==> src/rtl/mode_arb_pkg.sv <==
// Shared types and default thresholds for the BASE/ARITH mode arbiter.
package mode_arb_pkg;

  typedef enum logic [2:0] {
    BASE        = 3'd0,
    DRAIN_ENTER = 3'd1,
    ARITH       = 3'd2,
    DRAIN_EXIT  = 3'd3,
    COOLDOWN    = 3'd4
  } state_t;

  typedef enum logic {
    MODE_BASE  = 1'b0,
    MODE_ARITH = 1'b1
  } mode_t;

  localparam logic [7:0] DEF_ENTER_CONF    = 8'd24;
  localparam logic [7:0] DEF_EXIT_CONF     = 8'd12;
  localparam logic [7:0] DEF_MIN_RUNLEN    = 8'd6;
  localparam int         DEF_ENTER_HOLD    = 4;
  localparam int         DEF_EXIT_HOLD     = 4;
  localparam int         DEF_MIN_DWELL     = 16;
  localparam int         DEF_DRAIN_TIMEOUT = 32;
  localparam int         DEF_COOLDOWN_CYC  = 8;

  function automatic logic [15:0] sat_inc16(input logic [15:0] v);
    return (v == 16'hFFFF) ? v : v + 16'd1;
  endfunction

endpackage

==> src/rtl/hold_counter.sv <==
// Consecutive-true saturating counter; done fires on the N-th consecutive
// true cycle so the caller can act at that edge.
module hold_counter #(
  parameter int N = 4
) (
  input  logic clk,
  input  logic rst,
  input  logic cond,
  input  logic clear,
  output logic done
);

  localparam int W = $clog2(N + 1);

  logic [W-1:0] ctr;

  // NOTE: sequential state is written only with <= so every flop samples
  // pre-edge values regardless of statement order.
  always_ff @(posedge clk or posedge rst) begin
    if (rst) begin
      ctr <= '0;
    end else if (clear || !cond) begin
      ctr <= '0;
    end else if (ctr != W'(N)) begin
      ctr <= ctr + W'(1);
    end
  end

  assign done = cond && (ctr == W'(N - 1));

endmodule

==> src/rtl/mode_arbiter.sv <==
// Hysteresis-gated switch between BASE and ARITH datapaths with a
// stall/empty drain handshake, minimum dwell and post-exit cooldown.
module mode_arbiter
  import mode_arb_pkg::*;
#(
  parameter logic [7:0] ENTER_CONF    = DEF_ENTER_CONF,
  parameter logic [7:0] EXIT_CONF     = DEF_EXIT_CONF,
  parameter logic [7:0] MIN_RUNLEN    = DEF_MIN_RUNLEN,
  parameter int         ENTER_HOLD    = DEF_ENTER_HOLD,
  parameter int         EXIT_HOLD     = DEF_EXIT_HOLD,
  parameter int         MIN_DWELL     = DEF_MIN_DWELL,
  parameter int         DRAIN_TIMEOUT = DEF_DRAIN_TIMEOUT,
  parameter int         COOLDOWN_CYC  = DEF_COOLDOWN_CYC
) (
  input  logic        clk,
  input  logic        rst,
  input  logic        en,
  input  logic        wa_req,
  input  logic [7:0]  confidence,
  input  logic [7:0]  predicted_runlen,
  input  logic        force_base,
  input  logic        pipe_empty,
  output logic        mode,
  output logic        stall_req,
  output logic        mode_switch,
  output logic        abort,
  output logic [2:0]  state_o,
  output logic [15:0] switch_cnt
);

  localparam int DRW = $clog2(DRAIN_TIMEOUT + 1);
  localparam int DWW = $clog2(MIN_DWELL + 1);
  localparam int CLW = $clog2(COOLDOWN_CYC + 1);

  state_t         state;
  mode_t          mode_r;
  logic [DRW-1:0] drain_ctr;
  logic [DWW-1:0] dwell_ctr;
  logic [CLW-1:0] cool_ctr;

  logic enter_q, exit_q, dwell_done;
  logic enter_done, exit_done, leave_arith;

  assign enter_q    = en && wa_req && (confidence >= ENTER_CONF) &&
                      (predicted_runlen >= MIN_RUNLEN);
  assign exit_q     = confidence < EXIT_CONF;
  assign dwell_done = dwell_ctr == DWW'(MIN_DWELL);

  // Exit hysteresis only starts once dwell is met, so a low-confidence
  // stretch during dwell cannot saturate the counter past its trigger.
  hold_counter #(.N(ENTER_HOLD)) u_enter_hold (
    .clk   (clk),
    .rst   (rst),
    .cond  ((state == BASE) && enter_q),
    .clear (enter_done),
    .done  (enter_done)
  );

  hold_counter #(.N(EXIT_HOLD)) u_exit_hold (
    .clk   (clk),
    .rst   (rst),
    .cond  ((state == ARITH) && dwell_done && exit_q),
    .clear (leave_arith),
    .done  (exit_done)
  );

  assign leave_arith = (state == ARITH) && (force_base || !en || exit_done);

  always_ff @(posedge clk or posedge rst) begin
    if (rst) begin
      state       <= BASE;
      mode_r      <= MODE_BASE;
      mode_switch <= 1'b0;
      abort       <= 1'b0;
      switch_cnt  <= '0;
      drain_ctr   <= '0;
      dwell_ctr   <= '0;
      cool_ctr    <= '0;
    end else begin
      mode_switch <= 1'b0;
      abort       <= 1'b0;
      case (state)
        BASE: begin
          if (enter_done) state <= DRAIN_ENTER;
        end
        DRAIN_ENTER: begin
          if (force_base || !en) begin
            state     <= COOLDOWN;
            abort     <= 1'b1;
            drain_ctr <= '0;
          end else if (pipe_empty) begin
            state       <= ARITH;
            mode_r      <= MODE_ARITH;
            mode_switch <= 1'b1;
            switch_cnt  <= sat_inc16(switch_cnt);
            drain_ctr   <= '0;
          end else if (drain_ctr == DRW'(DRAIN_TIMEOUT - 1)) begin
            state     <= COOLDOWN;
            abort     <= 1'b1;
            drain_ctr <= '0;
          end else begin
            drain_ctr <= drain_ctr + DRW'(1);
          end
        end
        ARITH: begin
          if (leave_arith) begin
            state     <= DRAIN_EXIT;
            dwell_ctr <= '0;
          end else if (!dwell_done) begin
            dwell_ctr <= dwell_ctr + DWW'(1);
          end
        end
        DRAIN_EXIT: begin
          if (pipe_empty) begin
            state       <= COOLDOWN;
            mode_r      <= MODE_BASE;
            mode_switch <= 1'b1;
            switch_cnt  <= sat_inc16(switch_cnt);
          end
        end
        COOLDOWN: begin
          if (cool_ctr == CLW'(COOLDOWN_CYC - 1)) begin
            state    <= BASE;
            cool_ctr <= '0;
          end else begin
            cool_ctr <= cool_ctr + CLW'(1);
          end
        end
        default: state <= BASE;
      endcase
    end
  end

  assign mode      = (mode_r == MODE_ARITH);
  assign stall_req = (state == DRAIN_ENTER) || (state == DRAIN_EXIT);
  assign state_o   = state;

endmodule
==> config.mk <==
export PLATFORM = sky130hd
export DESIGN_NAME = mode_arbiter
export DESIGN_NICKNAME = d
export VERILOG_FILES = /design/src/rtl/mode_arb_pkg.sv /design/src/rtl/hold_counter.sv /design/src/rtl/mode_arbiter.sv
export SDC_FILE = /design/constraint.sdc
export NUM_CORES = 1
export LEC_CHECK = 0
export BUFFER_PORTS_ARGS = -buffer_cell sky130_fd_sc_hd__buf_2
export CORE_AREA = 4 4 68 70
export CTS_CLUSTER_DIAMETER = 60
export DETAILED_ROUTE_END_ITERATION = 10
export DIE_AREA = 0 0 72 74
export HOLD_SLACK_MARGIN = 0.12
export PLACE_DENSITY_LB_ADDON = 0.05
export REMOVE_ABC_BUFFERS = 1
export SYNTH_ARGS = -nofsm -noshare
export SYNTH_HDL_FRONTEND = slang
export SYNTH_SLANG_ARGS = --single-unit
==> constraint.sdc <==
create_clock -name clk -period 5 [get_ports clk]
set_input_delay 0.25 -clock clk [delete_from_list [all_inputs] [get_ports clk]]
set_output_delay 0.25 -clock clk [all_outputs]
set_load 0.01 [all_outputs]
Word-level counts from Yosys, hierarchy flattened
Index checks and enable logic that the tools add are counted.

Input port bits: 22. Logic and storage cells: 97. Output and inout bits: 23. Register bits: 43.

Mux-type cells: 33. Reduce and logical (&&, ||, !) cells: 25. Add/subtract/negate cells: 6. Magnitude comparators: 3. Eq/ne operators: 20.

Operators by type and width (count): $mux W16 (3); $mux W3 (11); $pmux W16 S2 (1); $mux W6 (3); $add A16 B1 Y16 const B (1); $eq A16 B16 Y1 const B (1); $pmux W3 S5 (1); $eq A3 B2 Y1 const B (4); $mux W5 (2); $logic_and A1 B1 Y1 (9); $mux W1 (9); $ge A8 B3 Y1 const B (1); $ge A8 B5 Y1 const B (1); $lt A8 B4 Y1 const B (1); $ne A2 B2 Y1 const B (4); $add A3 B1 Y3 const B (2); $add A6 B1 Y6 const B (1); $eq A6 B5 Y1 const B (1); $ne A2 B1 Y1 const B (3); $ne A3 B3 Y1 const B (2); $reduce_bool A2 Y1 (3); $add A5 B1 Y5 const B (1); $eq A5 B5 Y1 const B (1); $logic_or A1 B1 Y1 (5); 12 further kinds (16).

Longest topological paths before layout
Gate-level depths: netlist (run 1).

Depth in word-level cells: 8. Gate-level depth with buffers: 6. Depth with buffers taken out: 6.

By module
From an unflattened synthesis (run 1), not the netlist that was laid out.

Cells, all modules: 241. Area, all modules: 2422.3 um2.

Modules (own cells, without submodules): mode_arbiter (area each 2042.0 um2, instances 1, sequential area each 925.9 um2, cells an instance 201); hold_counter (area each 190.2 um2, instances 2, sequential area each 75.1 um2, cells an instance 20).

Worst setup path after synthesis (run 1)
Ideal clock, no wire load.

Path kind: reg-to-reg. From: register switch_cnt[6]. To: register switch_cnt[1]. Arrival: 1.665 ns. Buffers on the path: 0. Required time: 4.872 ns. Clock period less this slack: 1.793 ns. Setup time: 0.128 ns. Stages on the path, launching flop included: 5. Slack: 3.207 ns. Path through: dfrtp_1 > nand4_2 > or4_4 > o21ai_2 > mux2_1.

Longest elaborated chain between the ends: 5.

RTL lines: start, declared (line mode_arbiter.sv:28) `output logic [15:0] switch_cnt`; start signal, assigned (line mode_arbiter.sv:95) `switch_cnt <= sat_inc16(switch_cnt);`; start signal, assigned (line mode_arbiter.sv:118) `switch_cnt <= sat_inc16(switch_cnt);`; $eq A16 B16 Y1 * (line mode_arb_pkg.sv:27) `return (v == 16'hFFFF) ? v : v + 16'd1;`; $mux W16 * (2 in a row); $mux W16; $pmux W16 S2 *.

Mark *: on every way between the ends. The rest lies on a longest branch, timed or not. The select of a mux whose other input is x is not followed. A chain may end at the register's enable or synchronous reset.

Worst setup path in the final report (run 1)
From: register state[1], in the netlist state_o[1]. To: register dwell_ctr[2].

Longest elaborated chain between the ends: 8. Elaborated cells between the ends (all ways): 9. Those cells by class: eq/ne: 2; mux: 1; reduce/logical: 6.

RTL lines: start, declared (line mode_arbiter.sv:35) `state_t state;`; start signal, assigned (line mode_arbiter.sv:71) `state <= BASE;`; start signal, assigned (line mode_arbiter.sv:84) `if (enter_done) state <= DRAIN_ENTER;`; start signal, assigned (line mode_arbiter.sv:88) `state <= COOLDOWN;`; $eq A3 B2 Y1 * (line mode_arbiter.sv:62, mode_arbiter.sv:67, mode_arbiter.sv:82); $logic_and A1 B1 Y1 (2 in a row) (line mode_arbiter.sv:62) `.cond ((state == ARITH) && dwell_done && exit_q),`; $logic_and A1 B1 Y1 (line hold_counter.sv:29) `assign done = cond && (ctr == W'(N - 1));`; $logic_or A1 B1 Y1 (line mode_arbiter.sv:67) `assign leave_arith = (state == ARITH) && (force_base || !en || exit_done);`; $logic_and A1 B1 Y1 (line mode_arbiter.sv:67); $ne A2 B1 Y1 (no source line); $reduce_and A2 Y1 (no source line); end signal, assigned (line mode_arbiter.sv:110) `dwell_ctr <= dwell_ctr + DWW'(1);`; end, declared (line mode_arbiter.sv:38) `logic [DWW-1:0] dwell_ctr;`.

Mark *: on every way between the ends. The rest lies on a longest branch, timed or not.

==> impl_metrics.yaml, run 1 <==
logic_synthesis:
  synth-async-reset-ratio: 1.00
  synth_area_um2: 2330
  synth_top_cell_area_share: 0.461
  yosysUniqueCellTypes: 52
  synth-main-ff-cell: "dfrtp_1"
  yosys-top-cells-count: "dfrtp_1, nand2_1, a21oi_1, nor2_1, inv_1"
  yosysSeqAreaShare: 0.461
  avgSynthCellArea_um2: 9.72
  yosysWarnings: 0
  syn_inst: 240
  yosysMostFrequentCell: "dfrtp_1"
  synth.ff_latch_count: 43
  synth_edf_count: 0
  yosysTopAreaCell: "dfrtp_1"
  synth_area_leaders: "dfrtp_1, ha_1, nand2_1, xnor2_1, a21oi_1"
global_route:
  overflow: 0
  antenna_found_initial: 0
  grt_max_degree: 44
  grt_pass1_wl_um: 8400
  grt_pass1_vias: 1859
  grt_usage: 0.200
power_and_ir_drop:
  p_sw_mw: 0.258
  power_frac_seq: 0.506
  combPwrFrac: 0.176
  ir_drop_v: 0.000183
  power_density_nw_per_um2: 328
  switching_share: 0.291
  p_leak_nw: 1.34
  p_int_mw: 0.628
  p_clk_frac: 0.318
  p_total_mw: 0.886
detailed_routing:
  wl_per_cell_um: 14.4
  antenna_left: 0
  drtPass1Iterations: 5
  drt_iter0_markers: 152
  num_vias: 1896
  routed_wl_um: 4810
  drcViolationCount: 0
  vias_per_cell: 5.69
timing:
  hold_viol_final: 0
  fin_setup_tns_ns: 0
  final_max_slew_viol_count: 0
  relSlewSlack: 0.499
  hold_ws_ns: 0.242
  min_period_ns: 1.90
  fmaxAchievable_mhz: 526
  worst_slew_pin_slew_ns: 0.750
  fin_worst_skew_ns: 0.00326
  rsz0062_at_grt: "false"
  setup_violations: 0
  period_share: 0.380
worst_setup_path:
  worstPathRequired_ns: 5.17
  arrival_ns: 2.07
  rrSetupSlack_ns: 3.10
  crit_type: "flop to flop"
  path_delay_family: "simple AND/OR/NAND/NOR gates"
  crit_fanout: 17
  critical_path_buf_inv_count: 0
  crit_path_cell_trace: "or3b_1 -> nor3_1 -> nand3_1 -> o311ai_0"
  crit_path_end_kind: "flop"
  cp_slowest_cell: "dfrtp_1"
  max_stage_delay_ns: 0.69
  start_kind: "flop"
clock_tree:
  root_buffer: "clkbuf_8"
  hold_buffers: 1
  clk-insertion-delay-late_ns: 0.29
  cts_buffers: 5
  cts_buffer_depth: 2
  clock_sinks: 43
  cts.repair.resized: 0
  clk_pin_slew_ns: 0.08
  htree_levels: 2
  post_cts_buffers: 0
  cts_tree: "yes"
placement:
  dp_hpwl_um: 3510
  globalplace.congestion: 0.824
  place_area_um2: 2570
  io_buffer_count: 41
die:
  core_area_um2: 3970
  ioPinCount: 45
  die-area_um2: 5330
  row_count: 23
  die_h_um: 74
  die-width_um: 72
  initial_core_util: 0.588
hold_path:
  min_path_type: "primary input to flop"
flow_run:
  cap_violations: 0
final_layout:
  fin_util: 0.680
  syn_to_final_growth_pct: 15.7
  antenna_cells: 0
  final_cell_area_um2: 2700
  fin_nets: 315
  drive_above_1_share: 0.205
run_status:
  run_status: "completed"
[cell families (layout without fill, tap and decap cells)]
kind of cell / after synthesis / in the layout / synth area share
AND/OR/NAND/NOR: 100 / 100 / 0.234
AO/OA/AOI/OAI: 43 / 43 / 0.123
flip-flops: 43 / 43 / 0.461
buffers and inverters: 21 / 64 / 0.0365
XOR/XNOR: 17 / 17 / 0.0638
adder cells (fa/ha/maj): 11 / 11 / 0.0590
multiplexers: 5 / 5 / 0.0225
[power groups by stage]
stage / clock network (mW) / logic (mW) / registers (mW)
floorplan: 0 / 0.113 / 0.444
global placement: 0 / 0.152 / 0.452
detailed placement: 0 / 0.156 / 0.456
CTS: 0.288 / 0.157 / 0.449
global route: 0.300 / 0.180 / 0.457
finish: 0.281 / 0.156 / 0.448
[worst paths after layout]
| check | from | endpoint | cells after the start |
|---|---|---|---|
| setup / recovery | state_o[1] | dwell_ctr[2] | 4 |
| hold / removal | pipe_empty | drain_ctr[4] | 2 |
| setup reg to reg | state_o[1] | dwell_ctr[2] | 4 |
| hold reg to reg | cool_ctr[0] | cool_ctr[0] | 1 |
| max in group asynchronous | rst | switch_cnt[1] | 4 |
| min in group asynchronous | rst | cool_ctr[2] | 4 |
[layout by cell type, fill, tap and decap left out, types with 2 or more instances in the layout]
cell	instances
mux2i_1	3
a211oi_1	4
nor2_1	14
a21o_1	2
nor3_1	9
and2_1	2
nor3b_1	3
nand2_1	28
xor2_1	8
dfrtp_1	43
and4_1	2
nand4_1	7
nand3_1	11
buf_2	41
inv_1	13
a21oi_1	15
nor4_1	5
a31oi_1	4
and3_1	5
nand2b_1	2
xnor2_1	9
ha_1	11
o21ai_0	5
clkbuf_8	6
[worst register-to-register path, cell delays in order (launching register included)]
cell and delay [ns]:
dfrtp_1 0.69, or3b_1 0.50, nor3_1 0.35, nand3_1 0.11, o311ai_0 0.12
[sequential cells by signal (all words and copies together), names as in the netlist]
name,count
cool_ctr,4
dwell_ctr,5
drain_ctr,6
mode_switch,1
state_o,3
u_enter_hold.ctr,3
abort,1
mode,1
switch_cnt,16
u_exit_hold.ctr,3
[routing by layer]
layer | GRT usage | vias up | part of all wire
li1 | - | 947 | -
met1 | 0.267 | 884 | 0.47
met4 | 0.0772 | 0 | 0.015
met2 | 0.334 | 58 | 0.46
met5 | 0 | - | 0
met3 | 0.0297 | 7 | 0.051
[area by class of cell]
class / instances / area, µm²
Timing Repair Buffer: 43 / 223
Tap cell: 50 / 62.6
Clock buffer: 6 / 82.6
Clock inverter: 2 / 35.0
Multi-Input combinational cell: 176 / 1170
Sequential cell: 43 / 1080
Fill cell: 310 / 1270
Inverter: 13 / 48.8
[through the flow]
stage               std cells  setup WS, ns
global placement          324          3.15
global route              333          2.94
finish                    333          3.10
CTS                       333          3.06
floorplan                 232          3.21
detailed placement        324          3.09
(Power assumes the default switching activity.)
==> run 2, diff against run 1 <==
--- a/config.mk
+++ b/config.mk
@@ -6,10 +6,10 @@
 export NUM_CORES = 1
 export LEC_CHECK = 0
 export BUFFER_PORTS_ARGS = -buffer_cell sky130_fd_sc_hd__buf_2
-export CORE_AREA = 4 4 68 70
+export CORE_AREA = 4 4 71 73
 export CTS_CLUSTER_DIAMETER = 60
 export DETAILED_ROUTE_END_ITERATION = 10
-export DIE_AREA = 0 0 72 74
+export DIE_AREA = 0 0 75 77
 export HOLD_SLACK_MARGIN = 0.12
 export PLACE_DENSITY_LB_ADDON = 0.05
 export REMOVE_ABC_BUFFERS = 1
==> constraint.sdc (replaced) <==
create_clock -name clk -period 1.8 [get_ports clk]
set_input_delay 0.09 -clock clk [delete_from_list [all_inputs] [get_ports clk]]
set_output_delay 0.09 -clock clk [all_outputs]
set_load 0.01 [all_outputs]
==> impl_metrics.yaml, run 2 (same netlist as run 1, synthesis figures left out) <==
timing:
  fin_setup_tns_ns: 0
  fmaxAchievable_mhz: 588
  hold_viol_final: 0
  worst_slew_pin_slew_ns: 0.500
  relSlewSlack: 0.666
  fin_worst_skew_ns: 0.00464
  setup_violations: 0
  min_period_ns: 1.70
  rsz0062_at_grt: "false"
  final_max_slew_viol_count: 0
  period_share: 0.945
power_and_ir_drop:
  p_sw_mw: 0.705
  power_frac_seq: 0.492
  p_clk_frac: 0.312
  combPwrFrac: 0.195
  ir_drop_v: 0.000491
  p_int_mw: 1.78
  switching_share: 0.284
  p_leak_nw: 1.46
  power_density_nw_per_um2: 857
detailed_routing:
  wl_per_cell_um: 13.5
  drcViolationCount: 0
  drtPass1Iterations: 4
  antenna_left: 0
  num_vias: 1950
  vias_per_cell: 5.46
  drt_iter0_markers: 98
  routed_wl_um: 4830
clock_tree:
  cts_buffer_depth: 2
  clk_pin_slew_ns: 0.08
  clk-insertion-delay-late_ns: 0.30
  htree_levels: 2
  clock_sinks: 43
  cts_buffers: 5
  cts_tree: "yes"
  root_buffer: "clkbuf_8"
placement:
  io_buffer_count: 41
  dp_hpwl_um: 3760
  place_area_um2: 2740
  globalplace.congestion: 0.840
final_layout:
  top_register: "switch_cnt"
  regArea_um2: 1080
  drive_above_1_share: 0.269
  multi_input_area_um2: 1190
  top_regs: "switch_cnt x16, drain_ctr x6, dwell_ctr x5"
  fin_nets: 337
  antenna_cells: 0
  syn_to_final_growth_pct: 24.3
  final_common_cell: "dfrtp_1"
  final_cell_area_um2: 2900
  most-common-layout-cells: "dfrtp_1, buf_2, nand2_1"
  largest_reg_flops: 16
  num-fill-cells: 373
die:
  core_area_um2: 4350
  die-width_um: 75
  die_h_um: 77
  die-area_um2: 5780
  row_count: 24
  initial_core_util: 0.536
  ioPinCount: 45
global_route:
  grt_pass1_vias: 1963
  antenna_found_initial: 0
  overflow: 0
  grt_usage: 0.186
  grt_pass1_wl_um: 8670
  grt_max_degree: 33
worst_setup_path:
  crit_type: "flop to flop"
  start_kind: "flop"
  crit_fanout: 4
  arrival_ns: 1.88
  crit_path_end_kind: "flop"
  worstPathRequired_ns: 1.98
hold_path:
  min_path_type: "primary input to flop"
flow_run:
  cap_violations: 0
run_status:
  run_status: "completed"
## run 2: metal layers
layer,share of wire,global-route usage
met4,0.015,0.0658
met3,0.042,0.0392
met5,0,0
met2,0.45,0.287
met1,0.49,0.253
## run 2: critical path, stage by stage, from the launching register on
cell and delay, ns:
dfrtp_1 0.39, ha_2 0.20, nand2_1 0.07, or3_1 0.39, a21o_1 0.21, a221o_1 0.32
## run 2: worst paths after layout
path | startpoint | to | slack [ns] | depth (start not counted)
worst max-delay path | drain_ctr[0] | state_o[0] | 0.1 | 5
worst max register to register | drain_ctr[0] | state_o[0] | 0.1 | 5
min in group asynchronous | rst | cool_ctr[2] | 0.35 | 3
worst min-delay path | confidence[4] | u_exit_hold.ctr[1] | 0.15 | 4
max in group asynchronous | rst | u_enter_hold.ctr[1] | 0.91 | 4
worst min register to register | cool_ctr[2] | cool_ctr[2] | 0.50 | 1
## run 2: what timing repair did
item	CTS	global route
resized for setup	0	4
hold endpoints to repair	12	0
buffers inserted	0	1
setup endpoints to repair	0	4
hold buffers	2	0
## run 2: final cells by class
class	count	area share
Multi-Input combinational cell	176	0.410
Sequential cell	43	0.371
Timing Repair Buffer	65	0.139
Clock buffer	6	0.0285
Tap cell	52	0.0224
Inverter	13	0.0168
Clock inverter	2	0.0121
## run 2: power groups by stage
stage	combinational (mW)	sequential [mW]	clock (mW)
CTS	0.492	1.23	0.795
global route	0.576	1.25	0.848
floorplan	0.314	1.23	0
finish	0.486	1.22	0.776
global placement	0.477	1.24	0
detailed placement	0.487	1.25	0
## run 2: stage by stage
| stage | hold slack (ns) | power, mW | std cells | setup slack [ns] | util |
|---|---|---|---|---|---|
| 3_5_place_dp | 0.136 | 1.73 | 346 | 0.0820 | 0.629 |
| 6_report | 0.153 | 2.49 | 357 | 0.0993 | 0.666 |
| 4_1_cts | 0.152 | 2.51 | 356 | 0.0674 | 0.660 |
| 2_1_floorplan | 0.187 | 1.55 | 232 | 0.00709 | - |
| 3_3_place_gp | 0.142 | 1.72 | 346 | 0.0942 | 0.629 |
| 5_1_grt | 0.176 | 2.67 | 357 | 0.000763 | 0.666 |
